$ cat src/rtl/alu_dispatch_if.sv
// Dispatch-side bus: instruction handshake, ALU operand/result path and
// writeback report. master = fetch/ALU side, slave = alu_dispatch.
interface alu_dispatch_if #(
    parameter int DATA_WIDTH = 16
);
    logic                         instr_valid;
    logic                         instr_ready;
    logic [15:0]                  instr;
    logic [2:0]                   alu_op;
    logic signed [DATA_WIDTH-1:0] alu_lhs;
    logic signed [DATA_WIDTH-1:0] alu_rhs;
    logic [DATA_WIDTH-1:0]        alu_result;
    logic                         wb_valid;
    logic [2:0]                   wb_rd;
    logic [DATA_WIDTH-1:0]        wb_data;

    modport master (
        output instr_valid, instr, alu_result,
        input  instr_ready, alu_op, alu_lhs, alu_rhs, wb_valid, wb_rd, wb_data
    );

    modport slave (
        input  instr_valid, instr, alu_result,
        output instr_ready, alu_op, alu_lhs, alu_rhs, wb_valid, wb_rd, wb_data
    );
endinterface

$ cat src/rtl/alu_dispatch.sv
// alu_dispatch: accepts instruction words, reads an 8-entry register file,
// drives a registered op/lhs/rhs to an external ALU and writes the result back.
// One op in flight, IDLE->DECODE->EXECUTE->WRITEBACK, a new op may be accepted
// in WRITEBACK. Optional build macro DISPATCH_FLAGS_EN adds zero/negative flags.
module alu_dispatch #(
    parameter int DATA_WIDTH = 16,
    parameter int IMM_WIDTH  = 6
) (
    input  logic                  clk,
    input  logic                  rst,
    alu_dispatch_if.slave         bus,
    input  logic                  i_ld_en,
    input  logic [2:0]            i_ld_addr,
    input  logic [DATA_WIDTH-1:0] i_ld_data,
    input  logic [2:0]            i_dbg_addr,
    output logic [DATA_WIDTH-1:0] o_dbg_data,
    output logic                  o_busy
`ifdef DISPATCH_FLAGS_EN
    ,
    output logic                  o_flag_z,
    output logic                  o_flag_n
`endif
);
    typedef enum logic [1:0] {
        IDLE      = 2'd0,
        DECODE    = 2'd1,
        EXECUTE   = 2'd2,
        WRITEBACK = 2'd3
    } state_t;

    state_t                r_state;
    state_t                w_next;
    logic                  w_ready;
    logic                  w_accept;
    logic [15:0]           r_instr;
    logic [DATA_WIDTH-1:0] r_regs [8];
    logic [2:0]            r_alu_op;
    logic [DATA_WIDTH-1:0] r_alu_lhs;
    logic [DATA_WIDTH-1:0] r_alu_rhs;
    logic                  r_wb_valid;
    logic [2:0]            r_wb_rd;
    logic [DATA_WIDTH-1:0] r_wb_data;

    // Instruction fields of the latched word
    logic [2:0]            w_op, w_rd, w_rs1, w_rs2;
    logic                  w_imm_sel;
    logic [DATA_WIDTH-1:0] w_imm_sext;
    logic [DATA_WIDTH-1:0] w_rs1_val, w_rs2_val;

    assign w_op       = r_instr[15:13];
    assign w_rd       = r_instr[12:10];
    assign w_rs1      = r_instr[9:7];
    assign w_imm_sel  = r_instr[6];
    assign w_rs2      = r_instr[5:3];
    assign w_imm_sext = {{(DATA_WIDTH-IMM_WIDTH){r_instr[IMM_WIDTH-1]}}, r_instr[IMM_WIDTH-1:0]};
    // r0 reads as zero regardless of storage contents
    assign w_rs1_val  = (w_rs1 == 3'd0) ? '0 : r_regs[w_rs1];
    assign w_rs2_val  = (w_rs2 == 3'd0) ? '0 : r_regs[w_rs2];
    assign w_accept   = bus.instr_valid && w_ready;

    // State register
    always_ff @(posedge clk or posedge rst) begin
        if (rst) r_state <= IDLE;
        else     r_state <= w_next;
    end

    // Next-state: fixed 3-cycle walk, WRITEBACK may chain straight into DECODE
    always_comb begin
        w_next = r_state;
        case (r_state)
            IDLE:      if (w_accept) w_next = DECODE;
            DECODE:    w_next = EXECUTE;
            EXECUTE:   w_next = WRITEBACK;
            WRITEBACK: w_next = w_accept ? DECODE : IDLE;
            default:   w_next = IDLE;
        endcase
    end

    // State-decoded outputs
    always_comb begin
        w_ready = (r_state == IDLE) || (r_state == WRITEBACK);
        o_busy  = (r_state != IDLE);
    end

    // Latch the instruction word on accept
    always_ff @(posedge clk or posedge rst) begin
        if (rst)           r_instr <= '0;
        else if (w_accept) r_instr <= bus.instr;
    end

    // Operand fetch in DECODE; held otherwise so the ALU inputs stay quiet
    always_ff @(posedge clk or posedge rst) begin
        if (rst) begin
            r_alu_op  <= '0;
            r_alu_lhs <= '0;
            r_alu_rhs <= '0;
        end else if (r_state == DECODE) begin
            r_alu_op  <= w_op;
            r_alu_lhs <= w_rs1_val;
            r_alu_rhs <= w_imm_sel ? w_imm_sext : w_rs2_val;
        end
    end

    // Capture ALU result at end of EXECUTE; this register is also wb_data
    always_ff @(posedge clk or posedge rst) begin
        if (rst) begin
            r_wb_valid <= 1'b0;
            r_wb_rd    <= '0;
            r_wb_data  <= '0;
        end else begin
            r_wb_valid <= (r_state == EXECUTE);
            if (r_state == EXECUTE) begin
                r_wb_rd   <= w_rd;
                r_wb_data <= bus.alu_result;
            end
        end
    end

    // Register file: preload first, writeback last so it wins on a collision
    always_ff @(posedge clk or posedge rst) begin
        if (rst) begin
            for (int i = 0; i < 8; i++) r_regs[i] <= '0;
        end else begin
            if (i_ld_en && i_ld_addr != 3'd0)
                r_regs[i_ld_addr] <= i_ld_data;
            if (r_state == WRITEBACK && r_wb_rd != 3'd0)
                r_regs[r_wb_rd] <= r_wb_data;
        end
    end

`ifdef DISPATCH_FLAGS_EN
    // Flags follow each written-back result, including r0 destinations
    always_ff @(posedge clk or posedge rst) begin
        if (rst) begin
            o_flag_z <= 1'b0;
            o_flag_n <= 1'b0;
        end else if (r_state == EXECUTE) begin
            o_flag_z <= (bus.alu_result == '0);
            o_flag_n <= bus.alu_result[DATA_WIDTH-1];
        end
    end
`endif

    assign o_dbg_data      = (i_dbg_addr == 3'd0) ? '0 : r_regs[i_dbg_addr];
    assign bus.instr_ready = w_ready;
    assign bus.alu_op      = r_alu_op;
    assign bus.alu_lhs     = r_alu_lhs;
    assign bus.alu_rhs     = r_alu_rhs;
    assign bus.wb_valid    = r_wb_valid;
    assign bus.wb_rd       = r_wb_rd;
    assign bus.wb_data     = r_wb_data;
endmodule

$ cat src/flat_wrapper.sv
// flat-port wrapper written by rule: the top's interface ports become plain ports
module alu_dispatch_flat 
#(
    parameter int DATA_WIDTH = 16,
    parameter int IMM_WIDTH  = 6
)
  (clk, rst, i_ld_en, i_ld_addr, i_ld_data, i_dbg_addr, o_dbg_data, o_busy, bus_instr_valid, bus_instr, bus_alu_result, bus_instr_ready, bus_alu_op, bus_alu_lhs, bus_alu_rhs, bus_wb_valid, bus_wb_rd, bus_wb_data);
  alu_dispatch_if #(.DATA_WIDTH(DATA_WIDTH)) bus_i ();
  input  logic clk;
  input  logic rst;
  input  logic i_ld_en;
  input  logic [2:0] i_ld_addr;
  input  logic [DATA_WIDTH-1:0] i_ld_data;
  input  logic [2:0] i_dbg_addr;
  output logic [DATA_WIDTH-1:0] o_dbg_data;
  output logic o_busy;
  input wire logic [$bits(bus_i.instr_valid)-1:0] bus_instr_valid;
  input wire logic [$bits(bus_i.instr)-1:0] bus_instr;
  input wire logic [$bits(bus_i.alu_result)-1:0] bus_alu_result;
  output wire logic [$bits(bus_i.instr_ready)-1:0] bus_instr_ready;
  output wire logic [$bits(bus_i.alu_op)-1:0] bus_alu_op;
  output wire logic [$bits(bus_i.alu_lhs)-1:0] bus_alu_lhs;
  output wire logic [$bits(bus_i.alu_rhs)-1:0] bus_alu_rhs;
  output wire logic [$bits(bus_i.wb_valid)-1:0] bus_wb_valid;
  output wire logic [$bits(bus_i.wb_rd)-1:0] bus_wb_rd;
  output wire logic [$bits(bus_i.wb_data)-1:0] bus_wb_data;
  assign bus_i.instr_valid = bus_instr_valid;
  assign bus_i.instr = bus_instr;
  assign bus_i.alu_result = bus_alu_result;
  assign bus_instr_ready = bus_i.instr_ready;
  assign bus_alu_op = bus_i.alu_op;
  assign bus_alu_lhs = bus_i.alu_lhs;
  assign bus_alu_rhs = bus_i.alu_rhs;
  assign bus_wb_valid = bus_i.wb_valid;
  assign bus_wb_rd = bus_i.wb_rd;
  assign bus_wb_data = bus_i.wb_data;
  alu_dispatch #(.DATA_WIDTH(DATA_WIDTH), .IMM_WIDTH(IMM_WIDTH)) u_core (.clk(clk), .rst(rst), .bus(bus_i), .i_ld_en(i_ld_en), .i_ld_addr(i_ld_addr), .i_ld_data(i_ld_data), .i_dbg_addr(i_dbg_addr), .o_dbg_data(o_dbg_data), .o_busy(o_busy));
endmodule
$ cat config.mk
export PLATFORM = sky130hd
export DESIGN_NAME = alu_dispatch_flat
export DESIGN_NICKNAME = d
export VERILOG_FILES = /design/src/rtl/alu_dispatch_if.sv /design/src/rtl/alu_dispatch.sv /design/src/flat_wrapper.sv
export SDC_FILE = /design/constraint.sdc
export NUM_CORES = 1
export LEC_CHECK = 0
export CORE_UTILIZATION = 56
export CTS_BUF_LIST = sky130_fd_sc_hd__clkbuf_4 sky130_fd_sc_hd__clkbuf_8
export DETAILED_ROUTE_END_ITERATION = 7
export PLACE_DENSITY = 0.77
export SYNTH_ARGS = -nofsm -noshare
export SYNTH_HDL_FRONTEND = slang
export SYNTH_SLANG_ARGS = --single-unit
$ cat constraint.sdc
create_clock -name clk -period 15.5 [get_ports clk]
set_input_delay 4.65 -clock clk [delete_from_list [all_inputs] [get_ports clk]]
set_output_delay 4.65 -clock clk [all_outputs]
set_load 0.05 [all_outputs]
Word level (Yosys, flattened, before mapping) --
Cells that the tools add are included.
Operators by class: order comparisons 7, equal/unequal tests 4, multiplexer cells 24, bitwise operators 5, reduce and logical (&&, ||, !) cells 13
Operators with widths (count):
- $bwmux W128 | 2
- $mux W128 | 2
- $mux W16 | 12
- $bmux W16 S3 | 3
- $demux W16 S3 | 2
- $ge A4 B4 Y1 const B | 5
- $not A3 Y4 | 5
- $logic_not A3 Y1 | 3
- $lt A4 B1 Y1 const B | 2
- $pmux W2 S4 | 1
- $reduce_bool A3 Y1 | 2
- $logic_and A1 B1 Y1 | 5
- $eq A2 B2 Y1 const B | 2
- $eq A2 B1 Y1 const B | 1
- $logic_not A2 Y1 | 1
- $mux W2 | 1
- $ne A2 B1 Y1 const B | 1
- $reduce_bool A2 Y1 | 1
- $logic_or A1 B1 Y1 | 1
- $mux W1 | 1
Storage, ports and cells: register bits after elaboration 201, input port bits 58, output and inout bits 73, word-level logic and storage cells 69

Depth between registers and ports, before layout --
depth in word-level cells 9, depth in mapped cells 7, mapped depth without buffers 6

Worst setup path after synthesis --
No wires, ideal clock.
path type input-to-output, start point in i_dbg_addr[1], end point out o_dbg_data[15], arrival time 6.564 ns, required time 10.850 ns, path slack 4.286 ns, stages 6, path buffers 3, path through clkbuf_1 nor2b_1 clkbuf_1 buf_2 a22oi_1 o21ai_0
Between the ends: longest elaborated chain between the ends 5, elaborated cells between the ends (all ways) 6, those cells by class mux: 4; bitwise: 1; reduce/logical: 1
RTL lines:
- start, declared | RTL line flat_wrapper.sv:14 | input logic [2:0] i_dbg_addr;
- $not A3 Y4 (not written as such) | RTL line alu_dispatch.sv:144 | assign o_dbg_data = (i_dbg_addr == 3'd0) ? '0 : r_regs[i_dbg_addr];
- $bmux W16 S3 | RTL line alu_dispatch.sv:144
- $mux W16 (not written as such) (2 in a row) | RTL line alu_dispatch.sv:144
- $mux W16 (*) | RTL line alu_dispatch.sv:144
- end, declared | RTL line flat_wrapper.sv:15 | output logic [DATA_WIDTH-1:0] o_dbg_data;
Mark *: on every way between the ends. The rest lies on a longest branch, timed or not. The select of a mux whose other input is x is not followed.

Worst setup path after layout --
Same ends and word-level chain as after synthesis.

==> results.txt <==
- The flow ran to the end, and the final reports show no timing, DRC or antenna violations.
- The endpoint identified for the worst register-to-register timing path is u_core.bus.alu_lhs[4].
* Number of nets produced by synthesis: roughly 1100
- The most critical setup path has its startpoint at i_dbg_addr[1].
* HPWL after detailed placement: approximately 20 mm
- Counting flops with a built-in enable in the synthesized netlist gives 0.
* Cell with the biggest individual delay on the critical path: sky130_fd_sc_hd__nor2b_1
- Core region area: 18890 sq um
- Maximum fanout along the worst path: 33
* Final design instance area without fill: 12510 sq um
- Number of global-route vias before repair: 8065
* Depth of the worst register-to-register path: 4
* Min cycle time layout: 12.54 ns
* Quantity of hold-fixing buffers added after cts: 0
* Worst slew slack as a fraction of its limit: approximately a quarter
* Wire length of the first global-routing pass: about 47 mm
- Total die area: 20010 sq um
- Source of the worst hold timing path: u_core.r_instr[15]
* Fin. Hold Viols: 0
* Share of synthesized flip-flops with an asynchronous set or reset: 100.0%
* Most Frequent Cell on Critical Path: sky130_fd_sc_hd__clkdlybuf4s50_1
* CTS H-tree lvls: 4
* Part of the power in registers: a little under two fifths
- The worst setup path is captured at a primary output.
* Average cell area after synthesis: about 11 sq um
* Yosys Warn Count: 0
* Post-detailed-placement cell area: about 12000 sq um
- The kind of cell with the highest combined delay along the critical path is buffers and inverters.
- IR analysis of the VDD net gives a maximum drop of about 0.00018 V.
- STA classifies the critical path startpoint as an input pin.
- Endpoint arrival time on the critical path: 7.89 ns
- For hold timing, the worst endpoint is u_core.bus.alu_op[2].
- Cell count after synthesis: between 1000 and 1500
- Buffering stage count on the worst path with inverters included: 3
- Root buffer selected by CTS: sky130_fd_sc_hd__clkbuf_8
- Clock-pin slew was measured on the worst setup and hold paths at roughly 0.090 ns.
* Clk_lat worst skew: 0.47 ns
- Buffers added to address setup during post-CTS repair amount to 0.
* X dimension of the die: between 100 and 150 um
- Aggregate negative setup slack: 0 ns
- Placer Congestion: 0.8694
* Largest net degree at the start of global routing: roughly 120
- Y dimension of the die: around 140 um
- Of the synthesized area, sequential elements account for between 40 and 50%.
- The number of antenna diodes in the final layout is 0.
- Unrepaired setup endpoints after global routing: false
- R2R Path Start: u_core.r_instr[9]
- Counting buffers and inverters, the worst setup path is 6 cells deep.
* Leakage power total: 5.285 nW
- Leaving out fill and tap cells, the most frequent cell in the layout is sky130_fd_sc_hd__dfrtp_1.
- For this design the ratio of total power to cell area is 236.1 nW/um^2.
- Row generation in the floorplan step produced 50 rows.
- The tool flagged a number of max-cap violations equal to 0.
* Overall fraction of global-route tracks in use: 30.80%
* Initial core utilization: 57.64%
- # setup viols final: 0
- The internal portion of the total power is between 1.5 and 2 mW.
- In the final routed layout, each cell accounts on average for approximately 22 um.
* Commonest non-fill, non-tap cells in the layout: sky130_fd_sc_hd__dfrtp_1 (183), sky130_fd_sc_hd__mux2i_1 (148), sky130_fd_sc_hd__clkdlybuf4s50_1 (130)
* Tightest Pin Transition: between 1 and 1.5 ns
- Via count: between 8000 and 9000
- No sink is reached through more buffers than the 2 on the longest clock path.
- Based on the critical path, the design can be clocked at up to ~0.08 GHz.
- Worst hold stages: 1
- Summed over all layers, the global routing overflow is 0.
* Worst slack, placed: approximately 3 ns
- Clock buffer count from CTS: 17
- The synthesized design contains 185 register bits.
- In this run, the clock network consumes 10.3% of the power.
* Aggregate routed wire length: between 20 and 30 mm
- CTS sink count: ~190
- The first detailed-routing pass ran for 6 iterations.
- The clock arrives with 0.01638 ns of skew.
- Antenna violations before repair: 0
- # nets final: roughly 1200
- Proportion of total power due to net switching: 47.88%
* Worst setup margin: approximately 3 ns
* Port Buffer Count: 130
* Combined area of all synthesized cells: 10890 sq um
- TritonCTS built the clock tree.
* Period utilization: ~81%
- Critical path's largest stage delay: between 0.9 and 1 ns
- Final slew viol count: 0
- Among all flip-flop cells after synthesis, the most frequent one is sky130_fd_sc_hd__dfrtp_1.
* Setup slack on the worst flop-to-flop path: roughly 13 ns
- Cells traversed along the worst timing path: clkdlybuf4s50_1 > buf_4 > nor2b_1 > a22oi_1 > o21ai_0 > clkdlybuf4s50_1
- In this run the power spent charging and discharging nets is between 1 and 1.5 mW.
- At the worst endpoint, the required time is between 10 and 15 ns.
- Vias per inst: ~6.2
* I/O pin count: roughly 130
- After the first detailed-routing iteration, the DRC count stood at 1110.
- For this run, design rule violations remaining after detail routing come to 0.
- Total of cells resized after clock tree synthesis: 0
* Relative area change from synthesis to final layout: 14.85%
- The tightest min-delay check is of the register to register type.
* Fraction of layout instances using a drive strength above 1: 17.52%
- Combinational logic burns 51.8% of the power.
- Number of distinct library cells after synthesis: 46
- Number of antenna-violating nets in the routed design: 0
- The critical path is of the input pin to primary output type.
[worst max path at each step]
stage / end / slack (ns)
floorplan: o_dbg_data[15] / 4.29
global placement: o_dbg_data[15] / 3.03
detailed placement: o_dbg_data[15] / 3.01
CTS: o_dbg_data[15] / 3.01
global route: o_dbg_data[15] / 2.82
finish: o_dbg_data[15] / 2.96
[worst register-to-register path: stages (launching register included)]
cell,delay (ns)
sky130_fd_sc_hd__dfrtp_1,1.10
sky130_fd_sc_hd__nor2b_2,0.79
sky130_fd_sc_hd__a221oi_1,0.20
sky130_fd_sc_hd__a221oi_1,0.39
sky130_fd_sc_hd__mux2_2,0.23
[stage by stage]
stage / std cells / hold slack (ns) / utilization (%) / power, mW
2_1_floorplan: 1030 / 0.4749 / - / 2.145
6_report: 1367 / 0.5088 / 66.21 / 2.954
3_3_place_gp: 1335 / 0.4836 / 64.35 / 2.573
4_1_cts: 1367 / 0.5128 / 66.21 / 2.926
3_5_place_dp: 1335 / 0.4900 / 64.35 / 2.618
5_1_grt: 1367 / 0.5330 / 66.21 / 3.108
[cells in the mapped netlist (2+ instances only)]
library cell               count  area, sq um
sky130_fd_sc_hd__dfrtp_1     185         4629
sky130_fd_sc_hd__mux2i_1     148         1481
sky130_fd_sc_hd__mux2_2      105         1182
sky130_fd_sc_hd__a21oi_1      83        415.4
sky130_fd_sc_hd__nor2_1       83        311.6
sky130_fd_sc_hd__nand2_1      80        300.3
sky130_fd_sc_hd__clkbuf_1     55        206.5
sky130_fd_sc_hd__o21ai_0      39        195.2
sky130_fd_sc_hd__a221oi_1     33        289.0
sky130_fd_sc_hd__buf_2        26        130.1
sky130_fd_sc_hd__inv_1        25        93.84
sky130_fd_sc_hd__o21ai_1      23        115.1
sky130_fd_sc_hd__mux4_2       21        473.0
sky130_fd_sc_hd__a22oi_1      18        135.1
sky130_fd_sc_hd__buf_4        12        90.09
sky130_fd_sc_hd__a22o_1        9        78.83
sky130_fd_sc_hd__a31oi_1       9        56.30
sky130_fd_sc_hd__nor2b_1       8        50.05
sky130_fd_sc_hd__o221ai_1      8        70.07
sky130_fd_sc_hd__o22a_1        8        70.07
sky130_fd_sc_hd__mux2_4        6        90.09
sky130_fd_sc_hd__nand4b_1      6        52.55
sky130_fd_sc_hd__buf_6         5        56.30
sky130_fd_sc_hd__ha_1          5        62.56
sky130_fd_sc_hd__and4bb_2      3        37.54
sky130_fd_sc_hd__a221o_1       2        20.02
sky130_fd_sc_hd__and2_1        2        12.51
sky130_fd_sc_hd__clkbuf_2      2        10.01
sky130_fd_sc_hd__o211ai_1      2        15.01
sky130_fd_sc_hd__o22ai_1       2        12.51
sky130_fd_sc_hd__o31ai_1       2        15.01
[routing by layer]
| layer | wire length, um | track usage (%) | vias to the layer above |
|---|---|---|---|
| met5 | 0 | 0 | - |
| li1 | - | - | 3891 |
| met4 | 376 | 7.018 | 0 |
| met1 | 12940 | 46.34 | 4118 |
| met2 | 12720 | 44.01 | 490 |
| met3 | 3616 | 8.674 | 30 |
[registers in the layout, summed over array words and instances (netlist names)]
name and flops:
u_core.r_regs 112, u_core.r_state 2, u_core.bus.wb_valid 1, u_core.bus.alu_rhs 16, u_core.bus.alu_lhs 16, u_core.r_instr 16, u_core.bus.wb_rd 3, u_core.bus.alu_op 3
u_core.bus.wb_data 16
[logic make-up (layout without fill, tap and decap cells)]
group,after synthesis,after routing,share of synthesized area [%]
AO/OA/AOI/OAI,242,242,14.03
adder cells (fa/ha/maj),5,5,0.5744
buffers and inverters,126,203,5.423
flip-flops,185,185,42.51
multiplexers,280,280,29.63
AND/OR/NAND/NOR,192,192,7.836
[power groups by stage]
stage,clock network [mW],logic (mW),registers [mW]
floorplan,0,1.01,1.14
global placement,0,1.49,1.09
detailed placement,0,1.52,1.10
CTS,0.307,1.53,1.09
global route,0.326,1.64,1.14
finish,0.303,1.53,1.12
[area by class of cell]
class / count / area, sq um
clock buffers: 18 / 241.5
clock inverters: 14 / 108.9
fillers: 1503 / 6385
repair buffers: 146 / 1421
well taps: 260 / 325.3
inverters: 25 / 98.84
flip-flops and latches: 185 / 4632
multi-input cells: 719 / 5680
Power figures use the tool's default switching activity.
